`src/rtl/dmem_arbiter_if.sv`:
```
// Interfaces used by dmem_arbiter.
//
// dmem_req_if : one requester's command/response port.
//   req, we, addr, wdata   requester -> arbiter (command, held until gnt)
//   gnt, done, err, rdata  arbiter -> requester (accept pulse, completion)
//   modports: master (requester side), slave (arbiter side)
//
// dmem_mem_if : pins of the level-sensitive data memory.
//   addr (R1), wdata (D1), we (We), re (Re)  arbiter -> memory
//   rdata (O1)                               memory -> arbiter
//   modports: master (arbiter side), slave (memory side)
interface dmem_req_if #(
  parameter int DATA_W = 32
);
  logic              req;
  logic              we;
  logic [31:0]       addr;
  logic [DATA_W-1:0] wdata;
  logic              gnt;
  logic              done;
  logic              err;
  logic [DATA_W-1:0] rdata;

  modport master (output req, we, addr, wdata, input gnt, done, err, rdata);
  modport slave  (input req, we, addr, wdata, output gnt, done, err, rdata);
endinterface

interface dmem_mem_if #(
  parameter int DATA_W = 32
);
  logic [31:0]       addr;
  logic [DATA_W-1:0] wdata;
  logic              we;
  logic              re;
  logic [DATA_W-1:0] rdata;

  modport master (output addr, wdata, we, re, input rdata);
  modport slave  (input addr, wdata, we, re, output rdata);
endinterface

```
`src/rtl/dmem_arbiter.sv`:
```
// dmem_arbiter: round-robin arbiter sharing one byte-addressed data memory
// between requester A (pipeline MEM stage) and requester B (loader/debug).
// The winner's command is latched on the accept edge; address and write
// data reach the memory pins only on that edge, so they are stable for the
// whole write pulse and the level-sensitive memory never sees a glitch.
//
// Ports:
//   clk    in   rising-edge clock
//   rst_n  in   asynchronous active-low reset
//   a, b   dmem_req_if.slave   requester ports (req/we/addr/wdata in,
//                              gnt/done/err/rdata out)
//   mem    dmem_mem_if.master  memory pins (addr/wdata/we/re out, rdata in)
module dmem_arbiter #(
  parameter int MEM_BYTES = 256,
  parameter int DATA_W    = 32
) (
  input  logic       clk,
  input  logic       rst_n,
  dmem_req_if.slave  a,
  dmem_req_if.slave  b,
  dmem_mem_if.master mem
);

  localparam logic [31:0] LAST_WORD = 32'(MEM_BYTES - 4);
  localparam logic        SEL_A     = 1'b0;
  localparam logic        SEL_B     = 1'b1;

  typedef enum logic [2:0] {
    IDLE    = 3'd0,
    RD      = 3'd1,
    WR      = 3'd2,
    WR_HOLD = 3'd3,
    ERR     = 3'd4,
    RESP    = 3'd5
  } state_t;

  state_t r_state;
  state_t w_next;

  // r_sel is the port of the transaction in flight; it also serves as the
  // round-robin "last granted" record, since it is rewritten on every accept
  // and held otherwise.
  logic              r_sel;
  logic              r_err;
  logic [31:0]       r_mem_addr;
  logic [DATA_W-1:0] r_mem_wdata;
  logic [DATA_W-1:0] r_rdata;

  logic              w_accept;
  logic              w_pick_b;
  logic              w_we;
  logic              w_bad;
  logic [31:0]       w_addr;
  logic [DATA_W-1:0] w_wdata;
  logic              w_gnt;
  logic              w_done;
  logic              w_mem_we;
  logic              w_mem_re;

  // B wins when it is alone, or on a tie when A was granted last.
  assign w_pick_b = b.req && (!a.req || (r_sel == SEL_A));
  assign w_accept = (r_state == IDLE) && (a.req || b.req);
  assign w_we     = w_pick_b ? b.we    : a.we;
  assign w_addr   = w_pick_b ? b.addr  : a.addr;
  assign w_wdata  = w_pick_b ? b.wdata : a.wdata;
  assign w_bad    = (w_addr[1:0] != 2'b00) || (w_addr > LAST_WORD);

  always_ff @(posedge clk or negedge rst_n) begin
    if (!rst_n) begin
      r_state <= IDLE;
    end else begin
      r_state <= w_next;
    end
  end

  always_comb begin
    w_next   = r_state;
    w_gnt    = 1'b0;
    w_done   = 1'b0;
    w_mem_we = 1'b0;
    w_mem_re = 1'b0;
    case (r_state)
      IDLE: begin
        if (w_accept) begin
          if (w_bad) begin
            w_next = ERR;
          end else if (w_we) begin
            w_next = WR;
          end else begin
            w_next = RD;
          end
        end
      end
      RD: begin
        w_mem_re = 1'b1;
        w_gnt    = 1'b1;
        w_next   = RESP;
      end
      WR: begin
        w_mem_we = 1'b1;
        w_gnt    = 1'b1;
        w_next   = WR_HOLD;
      end
      // We is low here while address/data are unchanged, closing the write
      // window cleanly before anything on the pins may move.
      WR_HOLD: begin
        w_next = RESP;
      end
      ERR: begin
        w_gnt  = 1'b1;
        w_next = RESP;
      end
      RESP: begin
        w_done = 1'b1;
        w_next = IDLE;
      end
      default: begin
        w_next = IDLE;
      end
    endcase
  end

  // Command latch and response capture. r_rdata is cleared on accept so
  // writes and errors answer with zero.
  always_ff @(posedge clk or negedge rst_n) begin
    if (!rst_n) begin
      r_sel       <= SEL_B;
      r_err       <= 1'b0;
      r_mem_addr  <= '0;
      r_mem_wdata <= '0;
      r_rdata     <= '0;
    end else if (w_accept) begin
      r_sel       <= w_pick_b;
      r_err       <= w_bad;
      r_mem_addr  <= w_addr;
      r_mem_wdata <= w_wdata;
      r_rdata     <= '0;
    end else if (r_state == RD) begin
      r_rdata <= mem.rdata;
    end
  end

  // Control outputs decode straight from state, so an asynchronous reset
  // clears them at once without waiting for a clock edge.
  assign mem.addr  = r_mem_addr;
  assign mem.wdata = r_mem_wdata;
  assign mem.we    = w_mem_we;
  assign mem.re    = w_mem_re;

  assign a.gnt   = w_gnt  && (r_sel == SEL_A);
  assign a.done  = w_done && (r_sel == SEL_A);
  assign a.err   = w_done && r_err && (r_sel == SEL_A);
  assign a.rdata = (w_done && (r_sel == SEL_A)) ? r_rdata : '0;

  assign b.gnt   = w_gnt  && (r_sel == SEL_B);
  assign b.done  = w_done && (r_sel == SEL_B);
  assign b.err   = w_done && r_err && (r_sel == SEL_B);
  assign b.rdata = (w_done && (r_sel == SEL_B)) ? r_rdata : '0;

endmodule

```
`src/flat_wrapper.sv`:
```
// flat-port wrapper written by rule: the top's interface ports become plain ports
module dmem_arbiter_flat 
#(
  parameter int MEM_BYTES = 256,
  parameter int DATA_W    = 32
)
  (clk, rst_n, a_req, a_we, a_addr, a_wdata, a_gnt, a_done, a_err, a_rdata, b_req, b_we, b_addr, b_wdata, b_gnt, b_done, b_err, b_rdata, mem_addr, mem_wdata, mem_we, mem_re, mem_rdata);
  dmem_req_if #(.DATA_W(DATA_W)) a_i ();
  dmem_req_if #(.DATA_W(DATA_W)) b_i ();
  dmem_mem_if #(.DATA_W(DATA_W)) mem_i ();
  input  logic clk;
  input  logic rst_n;
  input wire logic [$bits(a_i.req)-1:0] a_req;
  input wire logic [$bits(a_i.we)-1:0] a_we;
  input wire logic [$bits(a_i.addr)-1:0] a_addr;
  input wire logic [$bits(a_i.wdata)-1:0] a_wdata;
  output wire logic [$bits(a_i.gnt)-1:0] a_gnt;
  output wire logic [$bits(a_i.done)-1:0] a_done;
  output wire logic [$bits(a_i.err)-1:0] a_err;
  output wire logic [$bits(a_i.rdata)-1:0] a_rdata;
  input wire logic [$bits(b_i.req)-1:0] b_req;
  input wire logic [$bits(b_i.we)-1:0] b_we;
  input wire logic [$bits(b_i.addr)-1:0] b_addr;
  input wire logic [$bits(b_i.wdata)-1:0] b_wdata;
  output wire logic [$bits(b_i.gnt)-1:0] b_gnt;
  output wire logic [$bits(b_i.done)-1:0] b_done;
  output wire logic [$bits(b_i.err)-1:0] b_err;
  output wire logic [$bits(b_i.rdata)-1:0] b_rdata;
  output wire logic [$bits(mem_i.addr)-1:0] mem_addr;
  output wire logic [$bits(mem_i.wdata)-1:0] mem_wdata;
  output wire logic [$bits(mem_i.we)-1:0] mem_we;
  output wire logic [$bits(mem_i.re)-1:0] mem_re;
  input wire logic [$bits(mem_i.rdata)-1:0] mem_rdata;
  assign a_i.req = a_req;
  assign a_i.we = a_we;
  assign a_i.addr = a_addr;
  assign a_i.wdata = a_wdata;
  assign a_gnt = a_i.gnt;
  assign a_done = a_i.done;
  assign a_err = a_i.err;
  assign a_rdata = a_i.rdata;
  assign b_i.req = b_req;
  assign b_i.we = b_we;
  assign b_i.addr = b_addr;
  assign b_i.wdata = b_wdata;
  assign b_gnt = b_i.gnt;
  assign b_done = b_i.done;
  assign b_err = b_i.err;
  assign b_rdata = b_i.rdata;
  assign mem_addr = mem_i.addr;
  assign mem_wdata = mem_i.wdata;
  assign mem_we = mem_i.we;
  assign mem_re = mem_i.re;
  assign mem_i.rdata = mem_rdata;
  dmem_arbiter #(.MEM_BYTES(MEM_BYTES), .DATA_W(DATA_W)) u_core (.clk(clk), .rst_n(rst_n), .a(a_i), .b(b_i), .mem(mem_i));
endmodule
```
`config.mk`:
```
export PLATFORM = sky130hd
export DESIGN_NAME = dmem_arbiter_flat
export DESIGN_NICKNAME = d
export VERILOG_FILES = /design/src/rtl/dmem_arbiter_if.sv /design/src/rtl/dmem_arbiter.sv /design/src/flat_wrapper.sv
export SDC_FILE = /design/constraint.sdc
export NUM_CORES = 1
export LEC_CHECK = 0
export CAP_MARGIN = 10
export CORE_ASPECT_RATIO = 2
export CORE_UTILIZATION = 38
export CTS_CLUSTER_SIZE = 12
export DETAILED_ROUTE_END_ITERATION = 8
export PLACE_DENSITY = 0.81
export SYNTH_ARGS = -nofsm -noshare
export SYNTH_HDL_FRONTEND = slang
export SYNTH_SLANG_ARGS = --single-unit
```
`constraint.sdc`:
```
create_clock -name clk -period 2.09 [get_ports clk]
set_input_delay 0.209 -clock clk [delete_from_list [all_inputs] [get_ports clk]]
set_output_delay 0.209 -clock clk [all_outputs]
set_load 0.005 [all_outputs]
```
==> results.cfg, run 1 <==
[floorplan]
io_pins = 302
die_x_um = 83.4
rows = 59
initial_core_util = 0.388
die_h_um = 165
dieArea_um2 = 13800
core_um2 = 13000

[setup_path]
crit_fanout = 11
slowest_delay_ns = 0.46
crit_type = reg2out
crit_top_cell = buf_12
path_cells = buf_12 > nor3_4 > buf_12 > buf_8 > and2_1 > dlygate4sd2_1
reg2reg_to = u_core.mem.addr[25]
worstRegToRegCells = 6
arrival_ns = 1.85
setup.worst_path.end_class = primary output
slowest_stage = dfrtp_2
critical_path.top_delay_family = buffers and inverters
critical_path_required_ns = 1.88
reg2reg_from = u_core.r_state[2]
critPathLaunchType = flop
reg2reg_slack_ns = 0.18
worst-path-buf-inv = 4

[drt]
drc = 0
wl_um = 18200
antenna_left = 0
route.detailed.wl_per_inst_um = 16.9
vias_per_cell = 4.99
drt_first_pass_iters = 4
drtIter0Drc = 176
num_vias = 5374

[synthesis]
ys_seq_area_frac = 0.502
synth_cell_types = 32
synth-edff-count = 0
yosys_warnings = 0
netlist_instances = 620
syn_area_per_cell_um2 = 8.13
mappedNetlistArea_um2 = 5040
syn_nets = 786
ys_ff_latch = 101
synth.area.top_cells = dfrtp_1, nand2_1, and2_1, a31oi_1, nor2_1
yosys.area.top_type = dfrtp_1
synth_ff_type = dfrtp_1
async_reset_ff_frac = 1.00
yosysTopAreaCellShare = 0.497

[placed_design]
pre_cts_slack_ns = 0.0102
place_inst = 1046
hpwl_um = 13500
portBuffers = 301
gp_congestion = 0.884

[sta]
slew_violations = 0
timing.final.crit_share = 0.984
hold_violations = 0
period_needed_ns = 2.06
fin_hold_ws_ns = 0.392
final.setup.tns_ns = 0
finalSetupViolCount = 0
worst_slew_pin_slew_ns = 0.585
maxSlewHeadroom = 0.610
finalClockSkew_ns = 0.0145
fin_ws_ns = 0.0335
grt_setup_unrepaired = true
max_freq_ghz = 0.486

[layout]
syn_to_final_growth_pct = 75.5
nFillCells = 1063
instances_no_fill = 1077
nets = 1085
drive_gt1_frac = 0.0736

[power]
p_comb_frac = 0.495
fin_total_pwr_mw = 10.4
p_int_mw = 6.85
p_sw_mw = 3.60
clockPowerShare = 0.179
ir_worst_vdd_mv = 0.676
p_per_area_nw_per_um2 = 1180
p_sw_frac = 0.345
p_leak_nw = 4.17
seq_power_share = 0.326

[clock_network]
htreeDepth = 3
clockBufferDepth = 2
root_buffer = clkbuf_16
path_clk_slew_ns = 0.08
worstSkewPairLatency_ns = 0.35
cts_buffers = 9
clock_sinks = 101
cts_tree = done

[worst_hold_path]
hp-class = in2reg
hold_depth = 3
hold_start = mem_rdata[5]
min_to = u_core.r_rdata[5]

[run]
drv_cap = 0

[grt]
grt_util_met2 = 0.468
grt_pass1_vias = 5379
use_met1 = 0.275
overflow = 0
grtUsageTotal = 0.257
grt_pass1_wl_um = 27500
grt_max_degree = 47
grt_use_met3 = 0.0580
antenna_found_initial = 1
top_usage_layer = met2

[status]
status = complete, no violations
==> metrics by stage <==
stage                     area [um^2]  utilization
after global routing             8840        0.680
after CTS                        8670        0.668
after detailed placement         8290        0.638
after floorplan                  5040            -
after global placement           8290        0.638
final                            8840        0.680
==> registers in the layout, summed over array words and instances (netlist names) <==
name / flops
u_core.mem.addr: 32
u_core.mem.wdata: 32
u_core.r_err: 1
u_core.r_rdata: 32
u_core.r_sel: 1
u_core.r_state: 3
==> repair_timing <==
| item | 4_1_cts | 5_1_grt |
|---|---|---|
| pin swaps | 1 | 1 |
| gates resized for setup | 57 | 55 |
| gates cloned | 1 | 1 |
| endpoints found under the setup margin | 70 | 29 |
| buffers inserted | 7 | 5 |
| hold endpoints to repair | 40 | 0 |
| hold buffers | 1 | 0 |
==> cell type report <==
type | count | area (um^2) | area share
inverter | 4 | 15.0 | 0.00170
sequential | 101 | 2530 | 0.286
timing repair buffer | 335 | 3440 | 0.389
clock buffer | 11 | 253 | 0.0286
antenna | 1 | 2.50 | 0.000283
tap | 152 | 190 | 0.0215
clock inverter | 5 | 82.6 | 0.00934
multi-input combinational | 468 | 2330 | 0.264
==> synthesized netlist by cell type, drive strengths merged, types with 2 or more instances <==
| cell type | instances |
|---|---|
| a21boi | 2 |
| a21oi | 32 |
| a31oi | 64 |
| and2 | 67 |
| buf | 28 |
| clkbuf | 19 |
| dfrtp | 100 |
| inv | 4 |
| nand2 | 197 |
| nand3 | 2 |
| nand4 | 2 |
| nor2 | 68 |
| nor3 | 4 |
| nor4 | 12 |
| o21a | 2 |
| o21ai | 6 |
| or4 | 2 |
==> power by group through the flow <==
stage,registers (mW),clock network (mW),logic [mW]
finish,3.41,1.87,5.17
global route,3.52,2.01,5.66
CTS,3.40,1.92,5.15
detailed placement,3.45,0,4.99
global placement,3.39,0,4.92
floorplan,3.38,0,2.10
==> cells by family after synthesis <==
group,synth area share
AND/OR/NAND/NOR,0.316
AO/OA/AOI/OAI,0.133
flip-flops,0.502
buffers and inverters,0.0447
XOR/XNOR,0.00174
multiplexers,0.00298
==> cells in the final DEF, fill, tap and decap left out, drive strengths merged, types with 3 or more instances in the layout <==
cell	synthesis	final
inv	4	4
nor3	4	4
nand2	197	197
clkinv	0	3
dfrtp	100	100
buf	28	33
a31oi	64	64
a21oi	32	32
clkdlybuf4s50	0	229
o21ai	6	6
and2	67	67
clkdlybuf4s15	0	24
dlygate4sd2	0	24
nor2	68	68
dlymetal6s2s	0	23
nor4	12	12
clkbuf	19	12
==> worst max path at each step <==
stage | from | endpoint | slack (ns) | cells past startpoint
floorplan | u_core.r_sel | b_rdata[22] | 0.48 | 4
global placement | a_addr[11] | u_core.r_err | 0.04 | 6
detailed placement | a_addr[11] | u_core.r_err | 0.01 | 6
CTS | u_core.r_sel | b_rdata[4] | -0.13 | 5
global route | u_core.r_state[1] | b_rdata[28] | -0.03 | 6
finish | u_core.r_state[1] | b_rdata[23] | 0.03 | 6
==> per-layer routing <==
layer,part of all wire,vias up
li1,-,2648
met1,0.36,2470
met2,0.54,207
met3,0.056,49
met4,0.044,0
met5,0,-
==> worst min-delay path: stages <==
cell	delay, ns
clkdlybuf4s50_1	0.40
nand2_1	0.05
a21oi_1	0.05
No activity file was read; power rests on OpenSTA's default activity.
==> run 2: changes to the inputs <==
--- a/config.mk
+++ b/config.mk
@@ -14,3 +14,4 @@
 export SYNTH_ARGS = -nofsm -noshare
 export SYNTH_HDL_FRONTEND = slang
 export SYNTH_SLANG_ARGS = --single-unit
+export TNS_END_PERCENT = 10
==> results.cfg, run 2 (synthesis results as in run 1) <==
[grt]
overflow = 0
grtUsageTotal = 0.257
antenna_found_initial = 1
grt_pass1_wl_um = 27500
grt_max_degree = 47
grt_pass1_vias = 5389

[placed_design]
hpwl_um = 13500
gp_congestion = 0.884
placed_area_um2 = 8290
pre_cts_slack_ns = 0.0102
portBuffers = 301

[drt]
drt_first_pass_iters = 5
drc = 0
route.detailed.wl_per_inst_um = 17.1
antenna_left = 0
vias_per_cell = 4.99
num_vias = 5367
wl_um = 18300
drtIter0Drc = 180

[clock_network]
cts_buffers = 9
worstSkewPairLatency_ns = 0.35
path_clk_slew_ns = 0.08
root_buffer = clkbuf_16
clockBufferDepth = 2
clock_sinks = 101
htreeDepth = 3
cts_tree = done

[layout]
drive_gt1_frac = 0.0705
final_common_cell = clkdlybuf4s50_1
nets = 1083
syn_to_final_growth_pct = 74.5
final_cell_mix = clkdlybuf4s50_1, nand2_1, dfrtp_1, nor2_1, and2_1
nFillCells = 1086
finalInstanceArea_um2 = 8790

[sta]
hold_violations = 0
finalSetupViolCount = 3
max_freq_ghz = 0.469
maxSlewHeadroom = 0.603
grt_setup_unrepaired = true
worst_slew_pin_slew_ns = 0.596
timing.final.crit_share = 1.02
finalClockSkew_ns = 0.0157
final.setup.tns_ns = -0.0467
fin_ws_ns = -0.0401
slew_violations = 0
period_needed_ns = 2.13

[floorplan]
die_h_um = 165
die_x_um = 83.4
core_um2 = 13000
rows = 59
dieArea_um2 = 13800
io_pins = 302
initial_core_util = 0.388

[setup_path]
arrival_ns = 1.92
reg2reg_slack_ns = 0.19
crit_type = reg2out
critPathLaunchType = flop
crit_path_start = u_core.r_sel
crit_fanout = 5
reg2reg_from = u_core.r_state[2]
critical_path_required_ns = 1.88
setup.worst_path.end_class = primary output

[run]
drv_cap = 0

[status]
status = complete, but fails checks
violations = negative setup slack

[worst_hold_path]
hold_start = mem_rdata[3]
hp-class = in2reg

[power]
ir_worst_vdd_mv = 0.752
p_per_area_nw_per_um2 = 1180
p_leak_nw = 4.23
fin_total_pwr_mw = 10.4
run 2: cell count changes in the layout (fill, tap and decap cells not counted), sizes merged:
cell	before	now
dlygate4sd2	24	49
clkdlybuf4s15	24	0
buf	33	29
clkbuf	12	14
dlymetal6s2s	23	22
run 2: power breakdown:
| part | switching [mW] | leakage, nW | internal (mW) | total (mW) |
|---|---|---|---|---|
| logic | 2.30 | 2.89 | 2.84 | 5.15 |
| clock network | 0.752 | 0.166 | 1.12 | 1.87 |
| registers | 0.534 | 1.18 | 2.87 | 3.40 |
| total | 3.59 | 4.23 | 6.83 | 10.4 |
run 2: layout make-up:
class | instances | area (um^2) | share of cell area
inverter | 4 | 15.0 | 0.00171
multi-input combinational | 468 | 2320 | 0.264
tap | 152 | 190 | 0.0216
clock buffer | 11 | 253 | 0.0288
clock inverter | 5 | 82.6 | 0.00939
sequential | 101 | 2530 | 0.288
antenna | 1 | 2.50 | 0.000285
timing repair buffer | 333 | 3390 | 0.386
run 2: repair_timing:
action	4_1_cts	5_1_grt
setup endpoints to repair	70	23
hold endpoints to repair	40	0
pin swaps	1	2
buffers inserted	4	4
hold buffers	1	0
cloned	1	2
gates resized for setup	57	25
run 2: metal layers:
layer / share of wire / global-route usage
met1: 0.35 / 0.273
met2: 0.56 / 0.472
met3: 0.053 / 0.0590
met4: 0.036 / 0.133
met5: 0 / 0
run 2: path summary, 6_finish.rpt:
path / cells after the start / end
worst min register to register: 2 / u_core.r_rdata[3]
min in group asynchronous: 2 / u_core.mem.addr[9]
worst max register to register: 6 / u_core.mem.addr[25]
max in group asynchronous: 3 / u_core.r_sel
worst max-delay path: 5 / b_rdata[4]
worst min-delay path: 3 / u_core.r_rdata[3]
run 2: through the flow:
| stage | std cells | hold WS (ns) | util |
|---|---|---|---|
| 3_3_place_gp | 1046 | 0.249 | 0.638 |
| 6_report | 1075 | 0.398 | 0.677 |
| 3_5_place_dp | 1046 | 0.251 | 0.638 |
| 2_1_floorplan | 620 | -0.0866 | - |
| 4_1_cts | 1068 | 0.385 | 0.666 |
| 5_1_grt | 1075 | 0.401 | 0.677 |
run 2: worst max-delay path, cell delays in order (launching register included):
cell and delay, ns:
dfstp_2 0.53, inv_1 0.08, nor3_4 0.21, buf_12 0.16
and2_1 0.12, clkdlybuf4s50_1 0.49
